### src/rtl/mult4u_pkg.sv
// mult4u_pkg: shared constants and state type for the 4x4 multiplier sweep checker.
package mult4u_pkg;
  localparam int AW = 4;
  localparam int PW = 2 * AW;
  localparam int NV = 2 ** (2 * AW);
  localparam int SCW = 4;
  typedef enum logic [1:0] {IDLE, DRIVE, CHECK, DONE} state_t;
endpackage

### src/rtl/mult4u_golden.sv
// mult4u_golden: behavioural unsigned multiply used as the reference product.
// Kept in its own module so fault injection can exclude it.
module mult4u_golden import mult4u_pkg::*; #(
  parameter int W = AW
) (
  input  logic [W-1:0]   a,
  input  logic [W-1:0]   b,
  output logic [2*W-1:0] p
);
  assign p = {{W{1'b0}}, a} * {{W{1'b0}}, b};
endmodule

### config.mk
export PLATFORM = sky130hd
export DESIGN_NAME = mult4u_golden
export DESIGN_NICKNAME = d
export VERILOG_FILES = /design/src/rtl/mult4u_pkg.sv /design/src/rtl/mult4u_golden.sv
export SDC_FILE = /design/constraint.sdc
export NUM_CORES = 1
export LEC_CHECK = 0
export BUFFER_PORTS_ARGS = -buffer_cell sky130_fd_sc_hd__buf_2
export CORE_AREA = 3 3 40 42
export DETAILED_ROUTE_END_ITERATION = 6
export DIE_AREA = 0 0 43 45
export MAX_ROUTING_LAYER = met4
export SYNTH_ARGS = -nofsm -noshare
export SYNTH_HDL_FRONTEND = slang
export SYNTH_SLANG_ARGS = --single-unit
### constraint.sdc
create_clock -name vclk -period 3.79
set_input_delay 0.379 -clock vclk [all_inputs]
set_output_delay 0.379 -clock vclk [all_outputs]
set_load 0.1 [all_outputs]
==> impl_metrics.ini, run 1 <==
[run_status]
run_status = complete, no violations

[sta]
hold-worst-slack_ns = 1.28
period_share_pct = 89.3
relSlewSlack_pct = 67.9
rsz0062_at_grt = no
period_minus_slack_ns = 3.38
tightestPinTransition_ns = 0.485
final_setup_vio_count = 0
timing.final.max_slew_violations = 0
fmax_mhz = 295
setup_tns_ns = 0
finalHoldViolations = 0

[drt]
initialDrtViolationCount = 5
route.final.wire_length_um = 830
vias_per_cell = 4.84
antenna_left = 0
routed_wire_length_per_instance_um = 10.1
route.vias.total = 397
drt_pass1_iterations = 4
post_route_drc_violation_count = 0

[global_route]
pin_count_of_the_biggest_net_entering_global_routing = 6
grt.total_usage_pct = 8.86
vias_in_the_first_global_route = 330
antenna_violations_before_repair = 0
grt_overflow_total = 0
grt_first_pass_wirelength_um = 1370

[final_layout]
numSequentialCells = 0
synthToLayoutAreaGrowth_pct = 33.9
layout.clock_buffers = 0
drive_above_1_share_pct = 29.9
layout.core_utilization_pct = 46.5
net_count_of_the_finished_layout = 93
n_antenna_cell = 0
ff_latch_area_sq_um = 0

[yosys]
post_syn_nets = 75
ys_types = 17
synth_top_cells_by_area = sky130_fd_sc_hd__ha_1 34%, sky130_fd_sc_hd__and2_1 18%, sky130_fd_sc_hd__fa_1 18%
yosys_warnings = 0
yosysSeqAreaShare_pct = 0
avgSynthCellArea_sq_um = 8.76
synth_cells = 51
syn-cell-area_sq_um = 447
post-synth-top-area-fraction_pct = 33.6
yosysTopAreaCell = sky130_fd_sc_hd__ha_1

[floorplan]
die_width_um = 43
die_height_um = 45
placementRows = 13
placeableCoreArea_sq_um = 1280
initial_core_util_pct = 34.8
die_area_sq_um = 1940
ioPinCount = 16

[job]
timing.max_cap.violations = 0

[critical_path]
cp_data_required_time_ns = 3.41
max_stage_delay_ns = 0.54
worst-path-max-fanout = 4
crit_arrival_ns = 3.01
criticalPathCategory = in2out
critical_path.endpoint_type = output pin
cp_slowest_cell = sky130_fd_sc_hd__fa_1
list_of_cells_traversed_by_the_critical_path = buf_2 -> nand2_1 -> fa_1 -> inv_1 -> fa_1 -> ha_1 -> a211oi_1 -> or4b_1 -> o2111ai_1 -> buf_12
start_kind = input port
worst_path_most_repeated_cell = sky130_fd_sc_hd__fa_1

[placement]
port-buffer-count = 16
place_congestion = 0.709
dpl.hpwl_um = 728

[worst_hold_path]
min_path_type = in2out

[power]
power_density_of_the_placed_cells_nw_per_um2 = 377
max-vdd-ir-drop_mv = 0.221
total_leakage_power_nw = 0.339

[cts]
postCtsSetupRepairBufs = 0
holdBufCountCts = 0
number_of_resized_instances_in_the_post_cts_repair_step = 0
## cells in the mapped netlist, types with 2 or more instances
cell type and n:
sky130_fd_sc_hd__nand2_1 3, sky130_fd_sc_hd__and2_1 13, sky130_fd_sc_hd__ha_1 12, sky130_fd_sc_hd__xnor2_1 2, sky130_fd_sc_hd__fa_1 4, sky130_fd_sc_hd__inv_1 3
sky130_fd_sc_hd__nor2_1 2, sky130_fd_sc_hd__a21oi_1 3
## per-stage QoR
step	power [mW]	setup WS (ns)	cell area, sq um	instances
global placement	0.225	0.419	598	82
CTS	0.227	0.391	598	82
finish	0.226	0.405	598	82
floorplan	0.190	0.147	469	51
detailed placement	0.226	0.400	598	82
global route	0.239	0.280	598	82
## cells by family (layout without fill, tap and decap cells)
family,count (synthesis),after routing,share of synthesized area [%]
AND/OR/NAND/NOR,20,20,26.6
buffers and inverters,3,19,2.52
AO/OA/AOI/OAI,9,9,13.4
adder cells (fa/ha/maj),16,16,51.5
XOR/XNOR,3,3,5.88
## power breakdown
part           switching, mW  leakage [nW]  internal (mW)
Sequential                 0             0              0
Clock                      0             0              0
Combinational          0.169         0.339         0.0562
Total                  0.169         0.339         0.0562
## worst max-delay path: cells and delay by family
family / cells / cell delay (ns)
AND/OR/NAND/NOR: 2 / 0.59
adder cells (fa/ha/maj): 3 / 1.40
AO/OA/AOI/OAI: 2 / 0.25
buffers and inverters: 3 / 0.39
## path summary, 6_finish.rpt
| path | depth (start not counted) | to | startpoint | slack (ns) |
|---|---|---|---|---|
| worst max-delay path | 10 | p[7] | b[3] | 0.41 |
| worst min-delay path | 3 | p[0] | a[0] | 1.28 |
## layout by cell type, fill, tap and decap left out, types with 2 or more instances in the layout
cell and count:
sky130_fd_sc_hd__buf_2 14, sky130_fd_sc_hd__nand2_1 3, sky130_fd_sc_hd__a21oi_1 3, sky130_fd_sc_hd__inv_1 3, sky130_fd_sc_hd__buf_12 2, sky130_fd_sc_hd__fa_1 4, sky130_fd_sc_hd__nor2_1 2, sky130_fd_sc_hd__and2_1 13
sky130_fd_sc_hd__ha_1 12, sky130_fd_sc_hd__xnor2_2 2
## final cells by class
type / instances / area (sq um)
Fill cell: 124 / 687
Multi-Input combinational cell: 48 / 458
Timing Repair Buffer: 16 / 110
Tap cell: 15 / 18.8
Inverter: 3 / 11.3
## metal layers
| layer | global-route usage, % | wire (um) |
|---|---|---|
| met1 | 14.6 | 419 |
| met2 | 12.6 | 359 |
| met3 | 0.398 | 51 |
| met4 | 0 | 0 |
| met5 | - | 0 |
Power figures use the tool's default switching activity.
==> run 2: changes to the inputs <==
Settings changed: CORE_AREA 3 3 40 42 to 2 2 39 41, DIE_AREA 0 0 43 45 to 0 0 41 43, MAX_ROUTING_LAYER met4 to unset.
==> impl_metrics.ini, run 2 (same netlist as run 1, synthesis figures left out) <==
[run_status]
run_status = complete, no violations

[job]
timing.max_cap.violations = 0

[global_route]
antenna_violations_before_repair = 0
pin_count_of_the_biggest_net_entering_global_routing = 6
vias_in_the_first_global_route = 348
grt.total_usage_pct = 10.5
grt_overflow_total = 0
grt_first_pass_wirelength_um = 1380

[sta]
setup_tns_ns = 0
final_setup_vio_count = 0
fmax_mhz = 300
relSlewSlack_pct = 67.6
rsz0062_at_grt = no
finalHoldViolations = 0
period_share_pct = 88.1
period_minus_slack_ns = 3.34
timing.final.max_slew_violations = 0
tightestPinTransition_ns = 0.490

[final_layout]
drive_above_1_share_pct = 29.9
numSequentialCells = 0
finish.cell_count_without_fillers = 83
ff_latch_area_sq_um = 0
net_count_of_the_finished_layout = 93
layout_commonest_cell = sky130_fd_sc_hd__buf_2
synthToLayoutAreaGrowth_pct = 34.2
most_frequent_cells_in_the_layout = 14 x sky130_fd_sc_hd__buf_2, 13 x sky130_fd_sc_hd__and2_1, 12 x sky130_fd_sc_hd__ha_1
n_antenna_cell = 0
layout.clock_buffers = 0

[floorplan]
initial_core_util_pct = 32.3
ioPinCount = 16
die_area_sq_um = 1760
die_height_um = 43
placementRows = 14
placeableCoreArea_sq_um = 1380
die_width_um = 41

[worst_hold_path]
holdCritStartpoint = a[0]
min_path_type = in2out
hold_path_end = p[0]
hold_path_depth = 3

[drt]
routed_wire_length_per_instance_um = 9.40
vias_per_cell = 4.69
post_route_drc_violation_count = 0
antenna_left = 0
route.vias.total = 389
drt_pass1_iterations = 4
initialDrtViolationCount = 2
route.final.wire_length_um = 780

[placement]
dp_cells = 83
port-buffer-count = 16
dpl.hpwl_um = 730
place_congestion = 0.735

[power]
max-vdd-ir-drop_mv = 0.196
total_leakage_power_nw = 0.339
power_density_of_the_placed_cells_nw_per_um2 = 375

[critical_path]
critical_path.endpoint_type = output pin
critical_path.top_delay_family = adder cells
max_stage_delay_ns = 0.53
cp_slowest_cell = sky130_fd_sc_hd__fa_1
worst-path-max-fanout = 4
worst_path_most_repeated_cell = sky130_fd_sc_hd__fa_1
crit_arrival_ns = 2.96
criticalPathCategory = in2out
cp_data_required_time_ns = 3.41
timing.critical_path.buf_inv = 3
start_kind = input port
list_of_cells_traversed_by_the_critical_path = buf_2 -> nand2_1 -> fa_1 -> inv_1 -> fa_1 -> fa_1 -> a21o_2 -> a21oi_1 -> xnor2_2 -> buf_12

[cts]
postCtsSetupRepairBufs = 0
holdBufCountCts = 0
number_of_resized_instances_in_the_post_cts_repair_step = 0
run 2: metal layers:
metal  wire (um)  up-vias  track usage (%)  share of wire, %
li1            -      211                -                 -
met1         427      169             17.7                55
met2         328        9             15.3                42
met3          24        0                0               3.1
met4           0        0                0                 0
met5           0        -                0                 0
run 2: worst max-delay path by stage:
stage / startpoint / slack, ns / endpoint / depth (start not counted)
6_report: b[3] / 0.45 / p[6] / 10
5_1_grt: b[3] / 0.29 / p[6] / 10
4_1_cts: b[3] / 0.44 / p[7] / 10
3_5_place_dp: b[3] / 0.44 / p[7] / 10
3_3_place_gp: b[3] / 0.43 / p[6] / 10
2_1_floorplan: a[0] / 0.15 / p[7] / 8
run 2: metrics by stage:
step / total power, mW / utilization, % / cell area, sq um / hold WS, ns / setup WS (ns)
global route: 0.241 / 43.3 / 599 / 1.29 / 0.293
global placement: 0.225 / 43.3 / 599 / 1.28 / 0.431
finish: 0.224 / 43.3 / 599 / 1.28 / 0.453
CTS: 0.227 / 43.3 / 599 / 1.28 / 0.440
floorplan: 0.190 / - / 469 / 1.21 / 0.147
detailed placement: 0.225 / 43.3 / 599 / 1.28 / 0.437
run 2: area by class of cell:
cell class,instances,area (sq um)
Timing Repair Buffer,16,110
Inverter,3,11.3
Multi-Input combinational cell,48,458
Tap cell,16,20.0
Fill cell,147,785
run 2: power by group:
group          switching (mW)  total (mW)  internal, mW
Clock                       0           0             0
Combinational           0.169       0.224        0.0559
Sequential                  0           0             0
run 2: tightest hold or removal path, stage by stage:
cell                     delay, ns
sky130_fd_sc_hd__buf_2        0.11
sky130_fd_sc_hd__and2_1       0.13
sky130_fd_sc_hd__buf_2        0.28
==> run 3: changes to the inputs <==
Settings changed: REMOVE_ABC_BUFFERS set to 1.
Clock period 3.79 ns to 3.45 ns, I/O delays scaled along.
==> impl_metrics.ini, run 3 (same netlist as run 1, synthesis figures left out) <==
[global_route]
pin_count_of_the_biggest_net_entering_global_routing = 6
grt_overflow_total = 0
vias_in_the_first_global_route = 387
grt_first_pass_wirelength_um = 1550
grt.total_usage_pct = 11.8
antenna_violations_before_repair = 0

[drt]
route.vias.total = 393
initialDrtViolationCount = 0
vias_per_cell = 4.73
post_route_drc_violation_count = 0
route.final.wire_length_um = 820
antenna_left = 0
drt_pass1_iterations = 1
routed_wire_length_per_instance_um = 9.88

[sta]
tightestPinTransition_ns = 0.486
final_setup_vio_count = 0
finalHoldViolations = 0
timing.final.max_slew_violations = 0
period_share_pct = 95.0
fmax_mhz = 305
setup_slack_ns = 0.171
rsz0062_at_grt = no
relSlewSlack_pct = 67.8
period_minus_slack_ns = 3.28

[critical_path]
crit_arrival_ns = 2.93
cp_data_required_time_ns = 3.11
critical_path.top_delay_family = adder cells
start_kind = input port
max_stage_delay_ns = 0.53
cp_slowest_cell = sky130_fd_sc_hd__fa_1
worst-path-max-fanout = 4
worst_path_most_repeated_cell = sky130_fd_sc_hd__fa_1
list_of_cells_traversed_by_the_critical_path = buf_2 -> nand2_1 -> fa_1 -> inv_1 -> fa_1 -> ha_1 -> a211oi_1 -> or4b_1 -> o2111ai_1 -> buf_12
critical_path.endpoint_type = output pin
criticalPathCategory = in2out
timing.critical_path.buf_inv = 3

[final_layout]
most_frequent_cells_in_the_layout = 13 x sky130_fd_sc_hd__and2_1, 13 x sky130_fd_sc_hd__buf_2, 12 x sky130_fd_sc_hd__ha_1
finish.cell_count_without_fillers = 83
net_count_of_the_finished_layout = 93
layout.clock_buffers = 0
n_antenna_cell = 0
synthToLayoutAreaGrowth_pct = 32.5
ff_latch_area_sq_um = 0
drive_above_1_share_pct = 25.4
numSequentialCells = 0

[power]
cell_int_power_mw = 0.0674
total_leakage_power_nw = 0.329
share_comb_of_total_power_pct = 100.0
max-vdd-ir-drop_mv = 0.123
power_frac_seq_pct = 0
clock_power_share_pct = 0
total_switching_power_mw = 0.184
power_density_of_the_placed_cells_nw_per_um2 = 425
sw_frac_of_total_pct = 73.2

[floorplan]
placementRows = 14
placeableCoreArea_sq_um = 1380
ioPinCount = 16
die_width_um = 41
die_area_sq_um = 1760
initial_core_util_pct = 32.3
die_height_um = 43

[worst_hold_path]
min_path_type = in2out

[cts]
holdBufCountCts = 0
postCtsSetupRepairBufs = 0
number_of_resized_instances_in_the_post_cts_repair_step = 0

[run_status]
run_status = complete, no violations

[placement]
place_congestion = 0.726
dpl.hpwl_um = 771
detailedPlace.worstSlack_ns = 0.144
port-buffer-count = 16
dp_cells = 83

[job]
timing.max_cap.violations = 0
==> run 3: stage by stage <==
stage / hold slack [ns] / total power [mW] / TNS [ns] / area, sq um / util, %
floorplan: 1.14 / 0.200 / -1.28 / 447 / -
finish: 1.22 / 0.251 / 0 / 592 / 42.8
detailed placement: 1.22 / 0.253 / 0 / 592 / 42.8
global placement: 1.21 / 0.251 / 0 / 592 / 42.8
global route: 1.24 / 0.268 / 0 / 592 / 42.8
CTS: 1.22 / 0.253 / 0 / 592 / 42.8
==> run 3: power groups by stage <==
| stage | combinational (mW) | clock (mW) | sequential (mW) |
|---|---|---|---|
| 2_1_floorplan | 0.200 | 0 | 0 |
| 3_3_place_gp | 0.251 | 0 | 0 |
| 3_5_place_dp | 0.253 | 0 | 0 |
| 4_1_cts | 0.253 | 0 | 0 |
| 5_1_grt | 0.268 | 0 | 0 |
| 6_report | 0.251 | 0 | 0 |
==> run 3: worst paths after layout <==
check	startpoint	to	slack, ns	cells past startpoint
hold / removal	a[0]	p[0]	1.22	3
setup / recovery	a[0]	p[7]	0.17	10
==> run 3: tightest hold or removal path, cell delays in order <==
cell	delay [ns]
sky130_fd_sc_hd__buf_2	0.11
sky130_fd_sc_hd__and2_1	0.13
sky130_fd_sc_hd__buf_2	0.28
==> run 3: layer usage <==
layer	GRT usage, %	part of all wire [%]	vias to the layer above
li1	-	-	212
met1	16.4	47	175
met2	20.9	51	6
met3	0	2.7	0
met4	0	0	0
met5	0	0	-
==> run 3: area by class of cell <==
type	count	area, sq um
multi-input combinational	48	435
inverter	3	11.3
fill	154	792
timing repair buffer	16	125
tap	16	20.0
